**config.mk**
```make
export PLATFORM = sky130hd
export DESIGN_NAME = wb_inst_responder_flat
export DESIGN_NICKNAME = d
export VERILOG_FILES = /design/src/rtl/wb_inst_responder_if.sv /design/src/rtl/wb_inst_responder.sv /design/src/flat_wrapper.sv
export SDC_FILE = /design/constraint.sdc
export NUM_CORES = 1
export LEC_CHECK = 0
export CAP_MARGIN = 20
export CORE_MARGIN = 4
export CORE_UTILIZATION = 50
export CTS_CLUSTER_DIAMETER = 200
export CTS_CLUSTER_SIZE = 16
export DETAILED_ROUTE_END_ITERATION = 8
export HOLD_SLACK_MARGIN = 0.08
export PLACE_DENSITY = 0.77
export RECOVER_POWER = 100
export SLEW_MARGIN = 20
export SYNTH_ARGS = -nofsm -noshare
export SYNTH_HDL_FRONTEND = slang
export SYNTH_SLANG_ARGS = --single-unit
```
**constraint.sdc**
```tcl
create_clock -name i_clk -period 5.8 [get_ports i_clk]
set_input_delay 1.16 -clock i_clk [delete_from_list [all_inputs] [get_ports i_clk]]
set_output_delay 1.16 -clock i_clk [all_outputs]
set_load 0.01 [all_outputs]
```
**src/rtl/wb_inst_responder_if.sv**
```systemverilog
`default_nettype none
// ---------------------------------------------------------------------------
// wb_inst_responder_if : Wishbone classic bus between a core master and the
//                        instruction responder slave.
// Revision 1.0
// ---------------------------------------------------------------------------
interface wb_inst_responder_if #(
    parameter int DATA_W = 128
);
    logic                i_wb_cyc;
    logic                i_wb_stb;
    logic                i_wb_we;
    logic [31:0]         i_wb_adr;
    logic [DATA_W/8-1:0] i_wb_sel;
    logic [DATA_W-1:0]   i_wb_dat;
    logic [DATA_W-1:0]   o_wb_dat;
    logic                o_wb_ack;
    logic                o_wb_err;

    modport master (
        output i_wb_cyc, i_wb_stb, i_wb_we, i_wb_adr, i_wb_sel, i_wb_dat,
        input  o_wb_dat, o_wb_ack, o_wb_err
    );

    modport slave (
        input  i_wb_cyc, i_wb_stb, i_wb_we, i_wb_adr, i_wb_sel, i_wb_dat,
        output o_wb_dat, o_wb_ack, o_wb_err
    );
endinterface
`default_nettype wire

```
**src/rtl/wb_inst_responder.sv**
```systemverilog
`default_nettype none
// ---------------------------------------------------------------------------
// wb_inst_responder : Wishbone slave answering core reads from a driver-fed
//                     instruction FIFO and capturing core writes.
// Revision 1.0
// ---------------------------------------------------------------------------
module wb_inst_responder #(
    parameter int               DATA_W   = 128,
    parameter int               INST_W   = 32,
    parameter int               DEPTH    = 8,
    parameter int               ACK_LAT  = 1,
    parameter int               PACK     = 0,
    parameter logic [INST_W-1:0] NOP_WORD = 32'hF0081003
) (
    input  wire logic                  i_clk,
    input  wire logic                  i_rst,
    input  wire logic                  i_inst_valid,
    input  wire logic [INST_W-1:0]     i_inst,
    output logic                       o_inst_ready,
    output logic [$clog2(DEPTH):0]     o_fifo_count,
    wb_inst_responder_if.slave         wb,
    output logic                       o_wr_valid,
    output logic [31:0]                o_wr_adr,
    output logic [DATA_W/8-1:0]        o_wr_sel,
    output logic [DATA_W-1:0]          o_wr_dat,
    output logic [15:0]                o_starve_cnt
);
    localparam int LANES      = DATA_W / INST_W;
    localparam int LANES_USED = (PACK != 0) ? LANES : 1;
    localparam int PTR_W      = $clog2(DEPTH);
    localparam int CNT_W      = PTR_W + 1;
    localparam int SEL_W      = DATA_W / 8;

    typedef enum logic [1:0] {
        S_IDLE = 2'd0,
        S_WAIT = 2'd1,
        S_ACK  = 2'd2
    } state_t;

    state_t              state_q, state_d;
    logic [3:0]          lat_q, lat_d;
    logic                req_we_q, req_we_d;
    logic [31:0]         req_adr_q, req_adr_d;
    logic [SEL_W-1:0]    req_sel_q, req_sel_d;
    logic [DATA_W-1:0]   req_dat_q, req_dat_d;
    logic [INST_W-1:0]   mem_q [DEPTH];
    logic [INST_W-1:0]   mem_d [DEPTH];
    logic [PTR_W-1:0]    wr_ptr_q, wr_ptr_d, rd_ptr_q, rd_ptr_d, rd_idx;
    logic [CNT_W-1:0]    count_q, count_d, pop_n;
    logic                ready_q, ready_d;
    logic [DATA_W-1:0]   wb_dat_q, wb_dat_d;
    logic                ack_q, ack_d, err_q, err_d;
    logic                wr_valid_q, wr_valid_d;
    logic [31:0]         wr_adr_q, wr_adr_d;
    logic [SEL_W-1:0]    wr_sel_q, wr_sel_d;
    logic [DATA_W-1:0]   wr_dat_q, wr_dat_d;
    logic [15:0]         starve_q, starve_d;

    logic                push, term, t_we;
    logic [31:0]         t_adr;
    logic [SEL_W-1:0]    t_sel;
    logic [DATA_W-1:0]   t_dat;
    int                  k_i;

    always_comb begin
        state_d    = state_q;
        lat_d      = lat_q;
        req_we_d   = req_we_q;
        req_adr_d  = req_adr_q;
        req_sel_d  = req_sel_q;
        req_dat_d  = req_dat_q;
        mem_d      = mem_q;
        wb_dat_d   = wb_dat_q;
        ack_d      = 1'b0;
        err_d      = 1'b0;
        wr_valid_d = 1'b0;
        wr_adr_d   = wr_adr_q;
        wr_sel_d   = wr_sel_q;
        wr_dat_d   = wr_dat_q;
        starve_d   = starve_q;
        pop_n      = '0;
        rd_idx     = rd_ptr_q;
        k_i        = 0;
        term       = 1'b0;
        t_we       = req_we_q;
        t_adr      = req_adr_q;
        t_sel      = req_sel_q;
        t_dat      = req_dat_q;
        push       = i_inst_valid && ready_q;

        case (state_q)
            S_IDLE: begin
                if (wb.i_wb_cyc && wb.i_wb_stb) begin
                    req_we_d  = wb.i_wb_we;
                    req_adr_d = wb.i_wb_adr;
                    req_sel_d = wb.i_wb_sel;
                    req_dat_d = wb.i_wb_dat;
                    if (ACK_LAT == 1) begin
                        // Zero-wait requests terminate from the live bus values.
                        term  = 1'b1;
                        t_we  = wb.i_wb_we;
                        t_adr = wb.i_wb_adr;
                        t_sel = wb.i_wb_sel;
                        t_dat = wb.i_wb_dat;
                    end else begin
                        state_d = S_WAIT;
                        lat_d   = 4'(ACK_LAT - 1);
                    end
                end
            end
            S_WAIT: begin
                if (!wb.i_wb_cyc) begin
                    state_d = S_IDLE;
                end else if (lat_q == 4'd1) begin
                    term = 1'b1;
                end else begin
                    lat_d = lat_q - 4'd1;
                end
            end
            S_ACK:   state_d = S_IDLE;
            default: state_d = S_IDLE;
        endcase

        // Termination outputs are registered, so they are computed on entry to ACK.
        if (term) begin
            state_d = S_ACK;
            if (t_we) begin
                if (|t_sel) begin
                    ack_d      = 1'b1;
                    wr_valid_d = 1'b1;
                    wr_adr_d   = t_adr;
                    wr_sel_d   = t_sel;
                    wr_dat_d   = t_dat;
                end else begin
                    err_d = 1'b1;
                end
            end else begin
                ack_d = 1'b1;
                if (count_q == '0 && starve_q != 16'hFFFF) begin
                    starve_d = starve_q + 16'd1;
                end
                k_i   = (int'(count_q) < LANES_USED) ? int'(count_q) : LANES_USED;
                pop_n = CNT_W'(k_i);
                for (int l = 0; l < LANES; l++) begin
                    rd_idx = rd_ptr_q + PTR_W'(l);
                    wb_dat_d[l*INST_W +: INST_W] = (l < k_i) ? mem_q[rd_idx] : NOP_WORD;
                end
            end
        end

        if (push) begin
            mem_d[wr_ptr_q] = i_inst;
        end
        wr_ptr_d = wr_ptr_q + PTR_W'(push);
        rd_ptr_d = rd_ptr_q + PTR_W'(pop_n);
        count_d  = count_q + CNT_W'(push) - pop_n;
        ready_d  = (count_d < CNT_W'(DEPTH));
    end

    always_ff @(posedge i_clk) begin
        mem_q <= mem_d;
    end

    always_ff @(posedge i_clk) begin
        if (i_rst) begin
            state_q    <= S_IDLE;
            lat_q      <= '0;
            req_we_q   <= 1'b0;
            req_adr_q  <= '0;
            req_sel_q  <= '0;
            req_dat_q  <= '0;
            wr_ptr_q   <= '0;
            rd_ptr_q   <= '0;
            count_q    <= '0;
            ready_q    <= 1'b0;
            wb_dat_q   <= '0;
            ack_q      <= 1'b0;
            err_q      <= 1'b0;
            wr_valid_q <= 1'b0;
            wr_adr_q   <= '0;
            wr_sel_q   <= '0;
            wr_dat_q   <= '0;
            starve_q   <= '0;
        end else begin
            state_q    <= state_d;
            lat_q      <= lat_d;
            req_we_q   <= req_we_d;
            req_adr_q  <= req_adr_d;
            req_sel_q  <= req_sel_d;
            req_dat_q  <= req_dat_d;
            wr_ptr_q   <= wr_ptr_d;
            rd_ptr_q   <= rd_ptr_d;
            count_q    <= count_d;
            ready_q    <= ready_d;
            wb_dat_q   <= wb_dat_d;
            ack_q      <= ack_d;
            err_q      <= err_d;
            wr_valid_q <= wr_valid_d;
            wr_adr_q   <= wr_adr_d;
            wr_sel_q   <= wr_sel_d;
            wr_dat_q   <= wr_dat_d;
            starve_q   <= starve_d;
        end
    end

    assign o_inst_ready = ready_q;
    assign o_fifo_count = count_q;
    assign wb.o_wb_dat  = wb_dat_q;
    assign wb.o_wb_ack  = ack_q;
    assign wb.o_wb_err  = err_q;
    assign o_wr_valid   = wr_valid_q;
    assign o_wr_adr     = wr_adr_q;
    assign o_wr_sel     = wr_sel_q;
    assign o_wr_dat     = wr_dat_q;
    assign o_starve_cnt = starve_q;
endmodule
`default_nettype wire
```
**src/flat_wrapper.sv**
```systemverilog
// flat-port wrapper written by rule: the top's interface ports become plain ports
module wb_inst_responder_flat 
#(
    parameter int               DATA_W   = 128,
    parameter int               INST_W   = 32,
    parameter int               DEPTH    = 8,
    parameter int               ACK_LAT  = 1,
    parameter int               PACK     = 0,
    parameter logic [INST_W-1:0] NOP_WORD = 32'hF0081003
)
  (i_clk, i_rst, i_inst_valid, i_inst, o_inst_ready, o_fifo_count, o_wr_valid, o_wr_adr, o_wr_sel, o_wr_dat, o_starve_cnt, wb_i_wb_cyc, wb_i_wb_stb, wb_i_wb_we, wb_i_wb_adr, wb_i_wb_sel, wb_i_wb_dat, wb_o_wb_dat, wb_o_wb_ack, wb_o_wb_err);
  wb_inst_responder_if #(.DATA_W(DATA_W)) wb_i ();
  input  wire logic i_clk;
  input  wire logic i_rst;
  input  wire logic i_inst_valid;
  input  wire logic [INST_W-1:0] i_inst;
  output logic o_inst_ready;
  output logic [$clog2(DEPTH):0] o_fifo_count;
  output logic o_wr_valid;
  output logic [31:0] o_wr_adr;
  output logic [DATA_W/8-1:0] o_wr_sel;
  output logic [DATA_W-1:0] o_wr_dat;
  output logic [15:0] o_starve_cnt;
  input wire logic [$bits(wb_i.i_wb_cyc)-1:0] wb_i_wb_cyc;
  input wire logic [$bits(wb_i.i_wb_stb)-1:0] wb_i_wb_stb;
  input wire logic [$bits(wb_i.i_wb_we)-1:0] wb_i_wb_we;
  input wire logic [$bits(wb_i.i_wb_adr)-1:0] wb_i_wb_adr;
  input wire logic [$bits(wb_i.i_wb_sel)-1:0] wb_i_wb_sel;
  input wire logic [$bits(wb_i.i_wb_dat)-1:0] wb_i_wb_dat;
  output wire logic [$bits(wb_i.o_wb_dat)-1:0] wb_o_wb_dat;
  output wire logic [$bits(wb_i.o_wb_ack)-1:0] wb_o_wb_ack;
  output wire logic [$bits(wb_i.o_wb_err)-1:0] wb_o_wb_err;
  assign wb_i.i_wb_cyc = wb_i_wb_cyc;
  assign wb_i.i_wb_stb = wb_i_wb_stb;
  assign wb_i.i_wb_we = wb_i_wb_we;
  assign wb_i.i_wb_adr = wb_i_wb_adr;
  assign wb_i.i_wb_sel = wb_i_wb_sel;
  assign wb_i.i_wb_dat = wb_i_wb_dat;
  assign wb_o_wb_dat = wb_i.o_wb_dat;
  assign wb_o_wb_ack = wb_i.o_wb_ack;
  assign wb_o_wb_err = wb_i.o_wb_err;
  wb_inst_responder #(.DATA_W(DATA_W), .INST_W(INST_W), .DEPTH(DEPTH), .ACK_LAT(ACK_LAT), .PACK(PACK), .NOP_WORD(NOP_WORD)) u_core (.i_clk(i_clk), .i_rst(i_rst), .i_inst_valid(i_inst_valid), .i_inst(i_inst), .o_inst_ready(o_inst_ready), .o_fifo_count(o_fifo_count), .wb(wb_i), .o_wr_valid(o_wr_valid), .o_wr_adr(o_wr_adr), .o_wr_sel(o_wr_sel), .o_wr_dat(o_wr_dat), .o_starve_cnt(o_starve_cnt));
endmodule
```
==> flow_metrics.py <==
metrics = {
    "outcome": {
        "outcome": "finished with violations",
        "failed_checks": "max-capacitance violations, max-slew violations",
    },
    "critical_path": {
        "critPathMaxStageDelay_ns": 2.30,
        "start_kind": "input pin",
        "critical_path.slowest_cell": "nor2_1",
        "worst_ep_required_time_ns": 6.10,
        "cp_max_fo": 22,
        "crit_chain": "dlygate4sd3_1, and2_0, nand2b_1, nor2_1, buf_4",
        "cp.arrival_ns": 5.09,
        "crit_type": "input pin to flop",
        "cp-end-kind": "flop",
        "r2r_slack_ns": 1.27,
    },
    "global_routing": {
        "antenna_found_initial": 14,
        "grt_pass1_vias": 24973,
        "grt_max_degree": 148,
        "overflow": 0,
        "grt_pass1_wl_um": 150000,
        "grt_usage_pct": 27.0,
    },
    "timing": {
        "period_share_pct": 82.6,
        "skew_ns": 0.0213,
        "fmax_mhz": 209,
        "fin_setup_tns_ns": 0,
        "report.final.slew_viol_count": 707,
        "grt_setup_unrepaired": "false",
        "finalHoldViolCount": 0,
        "tightest_slew_ns": 3.29,
        "setup_viol": 0,
        "fin_crit_ns": 4.79,
        "max_slew_margin_pct": -119,
    },
    "cts": {
        "postCtsSetupRepairBufs": 0,
        "htree_levels": 2,
        "clkTransAtPathRegs_ns": 0.07,
        "cts_buffer_depth": 3,
        "cts_tree": "yes",
        "cts_made_buffers": 53,
        "hold_buffers": 0,
        "cts_sinks": 767,
        "clock_latency_ns": 0.62,
        "ctsResizeCount": 0,
        "cts_root_buf": "clkbuf_16",
    },
    "cells_and_area": {
        "nFillCells": 5114,
        "instances_no_fill": 4244,
        "multi_input_area_mm2": 0.0146,
        "drive_gt1_share_pct": 12.8,
        "area.growth.synth_to_final_pct": 22.7,
        "nNetsFinal": 3570,
        "register_area_mm2": 0.0179,
    },
    "place": {
        "dpl.hpwl_um": 66600,
        "placedCellCount": 4152,
        "io_buffers": 541,
        "place_congestion": 0.943,
    },
    "die": {
        "ios": 542,
        "start_util_pct": 50.6,
        "num_rows": 94,
        "dieArea_mm2": 0.0709,
        "core_area_mm2": 0.0660,
        "die_w_um": 266,
        "die_y_um": 266,
    },
    "yosys": {
        "synth-seq-cells": 767,
        "async_flop_share_pct": 0,
        "synth_edf_count": 256,
        "syn_nets": 3162,
        "syn_area_mm2": 0.0334,
        "ys_seq_area_share_pct": 53.7,
        "syn_area_per_cell_um2": 11.4,
        "synthFlopType": "dfxtp_1",
        "synthCells": 2935,
        "yosys_warnings": 0,
        "yosysUniqueCellTypes": 54,
    },
    "min_path": {
        "hp-class": "flop to flop",
    },
    "power": {
        "power_density_mw_per_mm2": 271,
        "peakVddDrop_mv": 0.255,
        "p_leak_uw": 0.0149,
    },
    "routing": {
        "dr.pass1.iters": 8,
        "drtIter0Drc": 2564,
        "ant_nets": 0,
        "via_per_inst": 6.02,
        "vias": 25536,
        "drc": 0,
        "wl_per_cell_um": 23.6,
        "wl_um": 100000,
    },
    "job": {
        "cap_violations": 15,
    },
}
==> sequential cells by signal, indices dropped and copies added, names as in the netlist <==
name	count
u_core.mem_q	256
u_core.o_wr_dat	128
u_core.req_dat_q	128
u_core.wb.o_wb_dat	128
u_core.o_wr_adr	32
u_core.req_adr_q	32
u_core.o_starve_cnt	16
u_core.o_wr_sel	16
u_core.req_sel_q	16
u_core.o_fifo_count	4
u_core.rd_ptr_q	3
u_core.wr_ptr_q	3
u_core.o_inst_ready	1
u_core.o_wr_valid	1
u_core.state_q	1
u_core.wb.o_wb_ack	1
u_core.wb.o_wb_err	1
==> power by group <==
part	leakage (uW)	switching [uW]	internal, uW	total [uW]
registers	0.00646	156	5750	5910
clock network	0.000703	1790	1710	3500
logic	0.00774	925	775	1700
total	0.0149	2870	8240	11100
==> critical path, delay by kind of cell <==
kind | cells | cell delay (ns)
and+or+nand+nor | 3 | 2.82
buffers and inverters | 2 | 1.09
==> worst paths after layout <==
check / from / end / depth (start not counted)
max reg2reg: u_core.rd_ptr_q[0] / u_core.wb.o_wb_dat[110] / 6
max: i_inst_valid / u_core.mem_q[180] / 5
min: u_core.wb.o_wb_dat[23] / u_core.wb.o_wb_dat[23] / 2
min reg2reg: u_core.wb.o_wb_dat[23] / u_core.wb.o_wb_dat[23] / 2
==> cell type report <==
cell class,count,area share (%)
tap,864,2.64
antenna,11,0.0673
clock inverter,1,0.0397
inverter,10,0.0917
sequential,767,43.8
multi-input combinational,1930,35.7
clock buffer,80,3.54
timing repair buffer,581,14.1
==> placed cells by master (no fill, tap or decap), types with 3 or more instances in the layout <==
| cell | count |
|---|---|
| a21oi_1 | 190 |
| a211oi_1 | 32 |
| clkbuf_1 | 29 |
| and3_1 | 3 |
| clkbuf_2 | 5 |
| inv_1 | 10 |
| nand2b_1 | 3 |
| dfxtp_1 | 508 |
| buf_4 | 26 |
| ha_1 | 11 |
| clkdlybuf4s50_1 | 177 |
| nand2_1 | 603 |
| nor2_1 | 55 |
| edfxtp_1 | 256 |
| xnor2_1 | 4 |
| o21ai_0 | 51 |
| nor3_1 | 4 |
| nor2b_1 | 181 |
| nor4_1 | 7 |
| mux4_2 | 140 |
| mux2i_1 | 192 |
| mux2_2 | 177 |
| or4_1 | 12 |
| o31ai_1 | 11 |
| dlygate4sd3_1 | 363 |
| nand4_1 | 7 |
| diode_2 | 11 |
| mux4_1 | 4 |
| buf_12 | 6 |
| nand3_1 | 58 |
| a32o_1 | 46 |
| clkbuf_16 | 54 |
| a31oi_1 | 50 |
| a22oi_1 | 48 |
==> through the flow <==
stage	power, uW	hold slack [ns]	util [%]	instance area (um2)	setup WS, ns
3_5_place_dp	7740	0.442	59.9	39500	1.68
6_report	11100	0.449	62.0	40900	1.01
5_1_grt	11500	0.474	62.0	40900	0.856
3_3_place_gp	7680	0.441	59.9	39500	1.66
4_1_cts	11200	0.458	62.1	41000	1.83
2_1_floorplan	7030	0.437	-	33400	1.69
==> synthesized netlist by cell type (all sizes together) (4+ instances only) <==
| library cell | count | area [um2] |
|---|---|---|
| dfxtp | 511 | 10200 |
| buf | 78 | 347 |
| clkbuf | 150 | 563 |
| xnor2 | 6 | 52.6 |
| or4 | 12 | 93.8 |
| nor2b | 182 | 1140 |
| mux4 | 144 | 3260 |
| a32o | 46 | 460 |
| a31oi | 50 | 313 |
| nor2 | 57 | 214 |
| xor2 | 4 | 42.6 |
| mux2i | 192 | 1920 |
| a21oi | 190 | 951 |
| nand3 | 59 | 295 |
| nand2 | 603 | 2260 |
| o21ai | 52 | 260 |
| a211oi | 32 | 240 |
| mux2 | 178 | 2000 |
| o31ai | 11 | 82.6 |
| a22oi | 48 | 360 |
| nor3 | 4 | 20.0 |
| nand4 | 7 | 43.8 |
| ha | 11 | 138 |
| nor4 | 8 | 50.1 |
| inv | 10 | 37.5 |
| edfxtp | 256 | 7690 |
==> metal layers <==
metal  global-route usage (%)  routed length (um)  vias up  share of wire [%]
met4                     10.9                4310        8                4.3
met2                     45.1               48600     1338                 49
met3                     6.69                9640      259                9.6
met1                     33.9               37600    12528                 37
met5                        0                  48        -              0.048
li1                         -                   -    11403                  -
==> logic make-up (layout without fill, tap and decap cells) <==
kind of cell / after synthesis / count (layout) / synth area share [%]
buf+inv: 238 / 672 / 2.84
flops: 767 / 767 / 53.7
other cells: 0 / 11 / 0
simple gates: 956 / 956 / 12.9
mux: 514 / 514 / 21.5
fa+ha+maj: 13 / 13 / 0.533
xor+xnor: 10 / 10 / 0.285
compound gates: 437 / 437 / 8.20
No activity file was read; power rests on OpenSTA's default activity.
